File: config.mk
export PLATFORM = sky130hd
export DESIGN_NAME = game_sequencer
export DESIGN_NICKNAME = d
export VERILOG_FILES = /design/src/rtl/tetris_pkg.sv /design/src/rtl/fall_timer.sv /design/src/rtl/game_sequencer.sv
export SDC_FILE = /design/constraint.sdc
export NUM_CORES = 1
export LEC_CHECK = 0
export CORE_AREA = 4 4 109 111
export CTS_CLUSTER_SIZE = 28
export DETAILED_ROUTE_END_ITERATION = 7
export DIE_AREA = 0 0 113 115
export PLACE_DENSITY_LB_ADDON = 0.2
export REMOVE_ABC_BUFFERS = 1
export SLEW_MARGIN = 20
export SYNTH_ARGS = -nofsm -noshare
export SYNTH_HDL_FRONTEND = slang
export SYNTH_HIERARCHICAL = 1
export SYNTH_SLANG_ARGS = --single-unit
File: constraint.sdc
create_clock -name clk -period 5.3 [get_ports clk]
set_input_delay 0.795 -clock clk [delete_from_list [all_inputs] [get_ports clk]]
set_output_delay 0.795 -clock clk [all_outputs]
set_load 0.03 [all_outputs]
File: src/rtl/tetris_pkg.sv
// Shared definitions for the playfield: command codes on the row-cell bus
// and the sequencer FSM state type.
package tetris_pkg;

  localparam logic [2:0] CMD_CHECK = 3'b000;
  localparam logic [2:0] CMD_MOVE  = 3'b001;
  localparam logic [2:0] CMD_WRITE = 3'b010;
  localparam logic [2:0] CMD_SHIFT = 3'b011;
  localparam logic [2:0] CMD_ADD   = 3'b100;

  typedef enum logic [3:0] {
    IDLE, ADD, ADD_CHK, FALL, MOVE, MOVE_CHK, WRITE, CHECK, SHIFT, OVER
  } seq_state_t;

  // Command driven to the row cells while the sequencer sits in state s.
  function automatic logic [2:0] cmd_of(input seq_state_t s);
    case (s)
      ADD:     return CMD_ADD;
      MOVE:    return CMD_MOVE;
      WRITE:   return CMD_WRITE;
      SHIFT:   return CMD_SHIFT;
      default: return CMD_CHECK;
    endcase
  endfunction

endpackage

File: src/rtl/fall_timer.sv
// Gravity period timer: loadable down-counter that stops at zero.
// Ports: clk, reset (sync, active-low), load/load_val (reload), zero (count==0).
module fall_timer #(
  parameter int unsigned W = 25
) (
  input  logic         clk,
  input  logic         reset,
  input  logic         load,
  input  logic [W-1:0] load_val,
  output logic         zero
);

  logic [W-1:0] cnt_q, cnt_d;

  always_comb begin
    cnt_d = cnt_q;
    if (load)
      cnt_d = load_val;
    else if (cnt_q != '0)
      cnt_d = cnt_q - W'(1);
  end

  always_ff @(posedge clk) begin
    if (!reset) cnt_q <= '0;
    else        cnt_q <= cnt_d;
  end

  assign zero = (cnt_q == '0);

endmodule

File: src/rtl/game_sequencer.sv
// Tetris playfield master controller: spawn, gravity fall, lock, line clear,
// game over. Drives the 3-bit command bus to the row cells.
// Ports: clk, reset (sync, active-low), start, drop, stop_in, endgame_in,
//        full_rows[ROWS] in; state[3], shift_row[ROW_W], lines[16],
//        game_over, busy out.
module game_sequencer
  import tetris_pkg::*;
#(
  parameter int unsigned ROWS     = 20,
  parameter int unsigned FALL_DIV = 25000000,
  parameter int unsigned FAST_DIV = 2500000,
  parameter int unsigned ROW_W    = 5
) (
  input  logic             clk,
  input  logic             reset,
  input  logic             start,
  input  logic             drop,
  input  logic             stop_in,
  input  logic             endgame_in,
  input  logic [ROWS-1:0]  full_rows,
  output logic [2:0]       state,
  output logic [ROW_W-1:0] shift_row,
  output logic [15:0]      lines,
  output logic             game_over,
  output logic             busy
);

  localparam int unsigned TW = (FALL_DIV > 1) ? $clog2(FALL_DIV) : 1;
  localparam int unsigned CW = $clog2(ROWS + 1);
  localparam logic [TW-1:0] FALL_LOAD = TW'(FALL_DIV - 1);
  localparam logic [TW-1:0] FAST_LOAD = TW'(FAST_DIV - 1);

  seq_state_t       st_q, st_d;
  logic [ROW_W-1:0] shift_row_q, shift_row_d;
  logic [15:0]      lines_q, lines_d;
  logic [CW-1:0]    shcnt_q, shcnt_d;
  logic             tmr_load, tmr_zero;
  logic [TW-1:0]    tmr_val;
  logic [ROW_W-1:0] low_idx;

  fall_timer #(.W(TW)) u_fall_timer (
    .clk      (clk),
    .reset    (reset),
    .load     (tmr_load),
    .load_val (tmr_val),
    .zero     (tmr_zero)
  );

  // Lowest-index full row; scanning downward lets the lowest set bit win.
  always_comb begin
    low_idx = '0;
    for (int unsigned i = ROWS; i > 0; i--) begin
      if (full_rows[i-1]) low_idx = ROW_W'(i - 1);
    end
  end

  always_comb begin
    st_d        = st_q;
    shift_row_d = shift_row_q;
    lines_d     = lines_q;
    shcnt_d     = shcnt_q;
    tmr_load    = 1'b0;
    tmr_val     = drop ? FAST_LOAD : FALL_LOAD;
    case (st_q)
      IDLE:     if (start) st_d = ADD;
      ADD:      st_d = ADD_CHK;
      ADD_CHK: begin
        if (endgame_in) st_d = OVER;
        else begin
          tmr_load = 1'b1;
          st_d     = FALL;
        end
      end
      // Timer is loaded with period-1, so FALL lasts exactly one period.
      FALL:     if (tmr_zero) st_d = MOVE;
      MOVE:     st_d = MOVE_CHK;
      MOVE_CHK: begin
        if (stop_in) st_d = WRITE;
        else begin
          tmr_load = 1'b1;
          st_d     = FALL;
        end
      end
      WRITE: begin
        shcnt_d = '0;
        st_d    = CHECK;
      end
      // Shift count bounds the clear loop if full_rows never drops.
      CHECK: begin
        if ((full_rows != '0) && (shcnt_q < CW'(ROWS))) begin
          shift_row_d = low_idx;
          st_d        = SHIFT;
        end else begin
          st_d = ADD;
        end
      end
      SHIFT: begin
        if (lines_q != '1) lines_d = lines_q + 16'd1;
        shcnt_d = shcnt_q + CW'(1);
        st_d    = CHECK;
      end
      OVER:     st_d = OVER;
      default:  st_d = IDLE;
    endcase
  end

  always_ff @(posedge clk) begin
    if (!reset) begin
      st_q        <= IDLE;
      shift_row_q <= '0;
      lines_q     <= '0;
      shcnt_q     <= '0;
    end else begin
      st_q        <= st_d;
      shift_row_q <= shift_row_d;
      lines_q     <= lines_d;
      shcnt_q     <= shcnt_d;
    end
  end

  assign state     = cmd_of(st_q);
  assign shift_row = shift_row_q;
  assign lines     = lines_q;
  assign game_over = (st_q == OVER);
  assign busy      = (st_q != IDLE) && (st_q != OVER);

endmodule
Word level (Yosys, flattened, before mapping):

Cells that the tools add are included.

* bits in registers: 55
* input port bits: 26
* output and inout port bits: 26
* logic and storage cells: 69

* $add $sub $neg: 3
* $lt $le $gt $ge: 1
* equal/unequal tests: 13
* muxes and demuxes: 34
* reduce and logical (&&, ||, !) cells: 13

Operators with widths (number)
* 5-bit two-way mux: 20
* 25-bit two-way mux: 3
* 4-bit one-hot mux with 9 select lines: 1
* 25-bit zero test: 1
* 25-bit nonzero test: 1
* 25-bit by 1-bit subtractor with 25-bit output, second input constant: 1
* 20-bit nonzero test: 1
* 16-bit by 1-bit adder with 16-bit output, second input constant: 1
* 4-bit by 3-bit equality test with 1-bit output, second input constant: 4
* 4-bit two-way mux: 4
* 16-bit != test, second input constant: 1
* 3-bit one-hot mux with 4 select lines: 1
* 5-bit one-hot mux with 2 select lines: 1
* 4-bit by 2-bit equality test with 1-bit output, second input constant: 2
* 4-bit equality test, second input constant: 2
* 2-bit AND reduction: 3
* 5-bit by 1-bit adder with 5-bit output, second input constant: 1
* 5-bit < comparator, second input constant: 1
* 4-bit by 1-bit equality test with 1-bit output, second input constant: 1
* 4-bit zero test: 1
* 2-bit != test, second input constant: 2
* 4-bit != test, second input constant: 1
* 2-bit nonzero test: 2
* 4-bit nonzero test: 1
* other kinds (5): 7

Depth between registers and ports, before layout:

Gate-level depths: netlist of the first run.

* depth after elaboration: 20
* gate-level depth with buffers: 10
* mapped depth without buffers: 9

Hierarchy:

Netlist of the first run, hierarchy kept.

By module, submodules not included
* game_sequencer: instances 1, cells each 235, area an instance 1801.7 um^2, seq. area each 600.6 um^2
* fall_timer: instances 1, cells each 164, area an instance 1382.6 um^2, seq. area each 500.5 um^2

Worst setup path after synthesis of the first run:

Ideal clock, no wire load.

* kind: reg2out
* start point: register st_q[2]
* end point: output state[2]
* arrival: 1.764 ns
* data required time: 4.505 ns
* setup slack: 2.741 ns
* cell stages (with the launch flop): 4
* path buffers: 2
* path through: dfxtp_1 -> buf_2 -> buf_1 -> nor4b_1

* word-level cells in the longest chain between the ends: 2
* elaborated cells on any way between the ends: 5
* those cells by class: 4 x eq/ne; 1 x mux

RTL lines
* start: declaration: RTL line game_sequencer.sv:33 `seq_state_t st_q, st_d;`
* start signal: assignment: RTL line game_sequencer.sv:114 `st_q <= st_d;`
* 4-bit equality test (tied with other cells): RTL line tetris_pkg.sv:17 `case (s)`
* 3-bit one-hot mux with 4 select lines *: RTL line tetris_pkg.sv:17
* end: declaration: RTL line game_sequencer.sv:21 `output logic [2:0] state,`

Every way passes the cells marked *; elsewhere a longest branch is shown, timed or not.

Worst setup path after layout of the first run:

* start point: register st_q[3]
* end point: output state[1]

The elaborated chain is that of the path after synthesis.

==> metrics.txt, run 1 <==
number of vias per cell after detailed routing=4.86; final period utilization=65.7%; largest incremental delay on the critical path=0.67 ns; maximum root-to-sink buffer count=2; worst-path cell chain=nor2b_2, nor3b_2, a31oi_1, inv_1, clkdlybuf4s50_1; DRC violation count after routing=0; setup repair after global routing missed its margin=no; total power divided by cell area=391 nW/um^2; count of nets left with antenna violations after detail routing=0; fraction of layout instances using a drive strength above 1=5.78%; number of buffers inserted by hold repair at cts=0; final max-slew violation count=0; Core Footprint=10800 um^2; number of iterations in the first detailed-routing pass=4; max capacitance violation total=0; sinks on the clock net=55; count of warnings emitted by yosys=6; worst supply voltage drop on vdd=0.252 mV; mean routed wirelength per cell=12.7 um; buffers added on ports=51; GRT Resource Usage Total=11.7%; Antenna Cells=0; nets=479; total of flip-flops plus latches after synthesis=55; Resized cells post-CTS=0; Critical Path AT=2.69 ns; Site Rows=38; cell type group with the largest total delay on the critical path=simple AND/OR/NAND/NOR gates; vias in the first global route=2721; most common cell after layout, fill and taps aside=sky130_fd_sc_hd__dfxtp_1; share of synthesized flip-flops with an asynchronous set or reset=0%; static leakage=0.00137 uW; global-route wire length before repair=12.8 mm; status=complete, no violations; chip height=115 um; latest clock arrival within the worst-skew pair=0.32 ns; type of the worst setup path=reg2out; area delta synth->final=23.2%; Initial DRC Count=129; Mapped Area=3180 um^2; top achievable clock speed=0.287 GHz; Worst setup SP type=flip-flop; share of synthesized area occupied by flip-flops and latches=34.6%; number of buffers and inverters on the critical path=2; aggregate routed wire length=7.50 mm; Required @ worst endpoint=4.51 ns; gpl congestion=0.763; root buffer selected by CTS=sky130_fd_sc_hd__clkbuf_8; DIE AREA=13000 um^2; final setup violation count=0; Horiz. Die Dim=113 um; Remaining Overflow, GRT=0; HP Class=reg2reg; Tightest Pin Transition=0.813 ns; Final Hold Vio Count=0; fill count=1094; CP max stage cell=sky130_fd_sc_hd__clkdlybuf4s50_1; sequential standard cell area=1100 um^2; I/O pin total=52; initial antenna violation count=0; synthesized area divided by synthesized cell count=7.98 um^2; pin count of the biggest net entering global routing=26; Critical Path Fanout Max=13; multi-input combinational cell area=1970 um^2; dominant register cell in the synthesized netlist=sky130_fd_sc_hd__dfxtp_1; clock slew seen by the registers of the worst setup and hold paths=0.11 ns; worst clock skew=0.00873 ns; shortest period the worst path allows=3.48 ns; H-tree depth reported by CTS=2; headroom to the max-slew limit=45.6%; post-CTS repair timing setup buffer count=0; Initial Utilization=29.5%; Post-DP Area=3810 um^2; count of unique library cells instantiated by Yosys=65; most frequent cells in the layout=55 x sky130_fd_sc_hd__dfxtp_1, 51 x sky130_fd_sc_hd__clkdlybuf4s50_1, 45 x sky130_fd_sc_hd__nor2_1; number of synthesized flops with an enable pin=0; post-route cell area=3920 um^2; clock buffers created by TritonCTS=5; via total after detailed routing=2865; gate count after technology mapping=399; crit path capture type=output port; TritonCTS clock tree=built; Total Neg Setup Slack=0 ns; post-detailed-placement half-perimeter wirelength=5.33 mm
[report_power, final]
group / total (uW) / switching (uW) / internal (uW) / leakage [uW]
Sequential: 596 / 111 / 485 / 0.000447
Clock: 294 / 151 / 143 / 0.0000548
Combinational: 646 / 354 / 292 / 0.000865
Total: 1540 / 616 / 920 / 0.00137
[final timing paths]
path	from	to	slack, ns	cells after the start
max	st_q[3]	state[1]	1.82	5
max reg2reg	st_q[1]	u_fall_timer/cnt_q[1]	2.32	5
min	shift_row[2]	shift_row[2]	0.48	2
min reg2reg	shift_row[2]	shift_row[2]	0.48	2
[worst min-delay path: cells and delay by family, from the launching register on]
family           cells  cell delay (ns)
flip-flops           1             0.33
AO/OA/AOI/OAI        1             0.06
AND/OR/NAND/NOR      1             0.05
[per-stage QoR]
stage                     hold WS (ns)  setup WS, ns  cells  power [uW]  util [%]
after global placement           0.460          2.06    582        1240      35.3
after CTS                        0.483          1.80    590        1550      36.3
final                            0.479          1.82    590        1540      36.3
after floorplan                  0.452          2.87    391        1070         -
after global routing             0.506          1.60    590        1660      36.3
after detailed placement         0.465          2.00    582        1240      35.3
[synthesized netlist by cell type (3+ instances only)]
| cell type | n | area, um^2 |
|---|---|---|
| sky130_fd_sc_hd__a211oi_1 | 3 | 22.5 |
| sky130_fd_sc_hd__a21oi_1 | 15 | 75.1 |
| sky130_fd_sc_hd__a31oi_1 | 4 | 25.0 |
| sky130_fd_sc_hd__and2_1 | 6 | 37.5 |
| sky130_fd_sc_hd__buf_6 | 4 | 45.0 |
| sky130_fd_sc_hd__clkbuf_1 | 10 | 37.5 |
| sky130_fd_sc_hd__dfxtp_1 | 55 | 1100 |
| sky130_fd_sc_hd__ha_1 | 4 | 50.1 |
| sky130_fd_sc_hd__inv_1 | 12 | 45.0 |
| sky130_fd_sc_hd__mux2i_1 | 4 | 40.0 |
| sky130_fd_sc_hd__nand2_1 | 41 | 154 |
| sky130_fd_sc_hd__nand3_1 | 15 | 75.1 |
| sky130_fd_sc_hd__nand3b_1 | 4 | 30.0 |
| sky130_fd_sc_hd__nand4_1 | 9 | 56.3 |
| sky130_fd_sc_hd__nand4b_1 | 3 | 26.3 |
| sky130_fd_sc_hd__nor2_1 | 45 | 169 |
| sky130_fd_sc_hd__nor3_1 | 14 | 70.1 |
| sky130_fd_sc_hd__nor4_1 | 10 | 62.6 |
| sky130_fd_sc_hd__o211ai_1 | 4 | 30.0 |
| sky130_fd_sc_hd__o21a_1 | 5 | 37.5 |
| sky130_fd_sc_hd__o21ai_0 | 34 | 170 |
| sky130_fd_sc_hd__o22ai_1 | 3 | 18.8 |
| sky130_fd_sc_hd__o31ai_1 | 3 | 22.5 |
| sky130_fd_sc_hd__or2_2 | 3 | 18.8 |
| sky130_fd_sc_hd__or3_1 | 4 | 25.0 |
| sky130_fd_sc_hd__or4_1 | 3 | 22.5 |
| sky130_fd_sc_hd__xnor2_1 | 18 | 158 |
| sky130_fd_sc_hd__xor2_1 | 12 | 105 |
[kinds of logic (layout without fill, tap and decap cells)]
group | count (synthesis) | in the layout | synth area share (%)
other | 2 | 12 | 0.236
buffers and inverters | 31 | 72 | 4.68
AOI/OAI and AO/OA | 88 | 88 | 17.4
muxes | 5 | 5 | 1.61
adders and majority gates | 4 | 4 | 1.57
and+or+nand+nor | 184 | 184 | 31.6
xor gates and xnor gates | 30 | 30 | 8.25
DFF | 55 | 55 | 34.6
[state kept, by name, indices dropped and copies added (netlist names)]
register and cells:
lines 16, st_q 4, shift_row 5, shcnt_q 5
u_fall_timer/cnt_q 25
[cell type report]
type / count / area share (%)
clock buffers: 5 / 1.75
clock inverters: 3 / 1.18
inverters: 13 / 1.24
multi-input cells: 323 / 50.3
flip-flops and latches: 55 / 28.1
well taps: 140 / 4.47
repair buffers: 51 / 13.0
[routing by layer]
layer  track usage [%]  part of all wire [%]
met1              16.4                    52
met2              18.6                    44
met3              2.47                   2.9
met4              2.48                   1.1
met5                 0                     0
Note: power is estimated with default switching activity, not from simulation.
==> run 2, diff against run 1 <==
==> constraint.sdc (replaced) <==
create_clock -name clk -period 3.1 [get_ports clk]
set_input_delay 0.465 -clock clk [delete_from_list [all_inputs] [get_ports clk]]
set_output_delay 0.465 -clock clk [all_outputs]
set_load 0.03 [all_outputs]
==> metrics.txt, run 2 (synthesized netlist as in run 1, its figures left out) <==
status=complete, no violations; Antenna Cells=0; via total after detailed routing=2928; aggregate routed wire length=7.63 mm; CP max stage cell=sky130_fd_sc_hd__clkdlybuf4s50_1; reg-to-reg setup timing slack=0.64 ns; buffers added on ports=51; gpl congestion=0.784; total power divided by cell area=663 nW/um^2; Reg-to-Reg End=st_q[0]; clock buffers created by TritonCTS=5; met1 WL=3.91 mm; Worst setup SP type=flip-flop; cell type group with the largest total delay on the critical path=buffers and inverters; Resized cells post-CTS=0; number of buffers inserted by hold repair at cts=0; setup repair after global routing missed its margin=no; Post-DP Area=3860 um^2; largest incremental delay on the critical path=0.67 ns; initial antenna violation count=0; reg2reg path depth=8; H-tree depth reported by CTS=2; vias in the first global route=2745; share of the core filled with cells=36.8%; mean routed wirelength per cell=12.8 um; shortest period the worst path allows=2.73 ns; Critical Path AT=2.26 ns; Critical Path Fanout Max=13; min-delay src=shift_row[3]; TritonCTS clock tree=built; max capacitance violation total=0; worst supply voltage drop on vdd=0.430 mV; most frequent cells in the layout=55 x sky130_fd_sc_hd__dfxtp_1, 51 x sky130_fd_sc_hd__clkdlybuf4s50_1, 45 x sky130_fd_sc_hd__nor2_1; number of iterations in the first detailed-routing pass=4; max FFs per register=25; final cell count without fillers=597; destination of the worst hold path=shift_row[3]; HP Class=reg2reg; type of the worst setup path=reg2out; sinks on the clock net=55; Remaining Overflow, GRT=0; worst-path cell chain=nor2b_2, nor3b_2, a31oi_1, inv_1, clkdlybuf4s50_1; Tightest Pin Transition=0.653 ns; fraction of layout instances using a drive strength above 1=7.00%; GRT Resource Usage Total=12.0%; I/O pin total=52; global-route wire length before repair=13.1 mm; Required @ worst endpoint=2.63 ns; chip height=115 um; maximum root-to-sink buffer count=2; minimum hold slack=0.474 ns; DRC violation count after routing=0; clock slew seen by the registers of the worst setup and hold paths=0.10 ns; Final Hold Vio Count=0; headroom to the max-slew limit=56.4%; Max Used Layer=met4; most common cell after layout, fill and taps aside=sky130_fd_sc_hd__dfxtp_1; Total Neg Setup Slack=0 ns; startpoint of the lowest-slack register-to-register path=u_fall_timer/cnt_q[8]; final max-slew violation count=0; root buffer selected by CTS=sky130_fd_sc_hd__clkbuf_8; final period utilization=88.0%; top achievable clock speed=0.367 GHz; hold-critical path depth=2; detailed-routed wire length on met2=3.43 mm; post-detailed-placement half-perimeter wirelength=5.60 mm; number of vias per cell after detailed routing=4.90; number of buffers and inverters on the critical path=2; DP Cell Count=589; pin count of the biggest net entering global routing=25; count of nets left with antenna violations after detail routing=0; Core Footprint=10800 um^2; Site Rows=38; Horiz. Die Dim=113 um; latest clock arrival within the worst-skew pair=0.32 ns; static leakage=0.00140 uW; area delta synth->final=24.7%; nets=486; final setup violation count=0; register ranked first by flip-flop count=u_fall_timer/cnt_q; crit path capture type=output port; post-CTS repair timing setup buffer count=0; DIE AREA=13000 um^2; worst clock skew=0.0150 ns; length of routed met3 wiring=215 um; Initial Utilization=29.5%; Initial DRC Count=142; post-route cell area=3970 um^2
[run 2: final cells by class]
type,instances,area (um^2)
tap,140,175
multi-input combinational,323,1970
timing repair buffer,58,563
fill,1113,6820
sequential,55,1100
inverter,13,48.8
clock buffer,6,72.6
clock inverter,2,38.8
[run 2: per-stage QoR]
step	total power [uW]	setup slack, ns
CTS	2660	0.376
finish	2630	0.372
global route	2860	0.209
floorplan	1830	0.699
detailed placement	2160	0.647
global placement	2160	0.678
[run 2: worst max-delay path by stage]
stage                               start                      to  slack (ns)  cells past startpoint
finish                            st_q[3]                state[1]        0.37                      5
global route                      st_q[3]                state[1]        0.21                      5
CTS                               st_q[3]                state[1]        0.38                      5
detailed placement             endgame_in  u_fall_timer/cnt_q[18]        0.65                      6
global placement    u_fall_timer/cnt_q[8]                 st_q[0]        0.68                      8
floorplan                         st_q[1]   u_fall_timer/cnt_q[1]        0.70                      5
[run 2: layer usage]
| layer | vias to the layer above | track usage (%) |
|---|---|---|
| li1 | 1542 | - |
| met1 | 1350 | 17.1 |
| met2 | 30 | 18.7 |
| met3 | 6 | 2.05 |
| met4 | 0 | 3.13 |
| met5 | - | 0 |
[run 2: power by group]
part | leakage [uW] | switching, uW | internal [uW]
clock network | 0.0000558 | 243 | 245
logic | 0.000901 | 603 | 523
registers | 0.000447 | 191 | 829
[run 2: tightest hold or removal path: cells and delay by family (launching register included)]
family	cells	cell delay, ns
compound gates	1	0.06
simple gates	1	0.05
flops	1	0.33
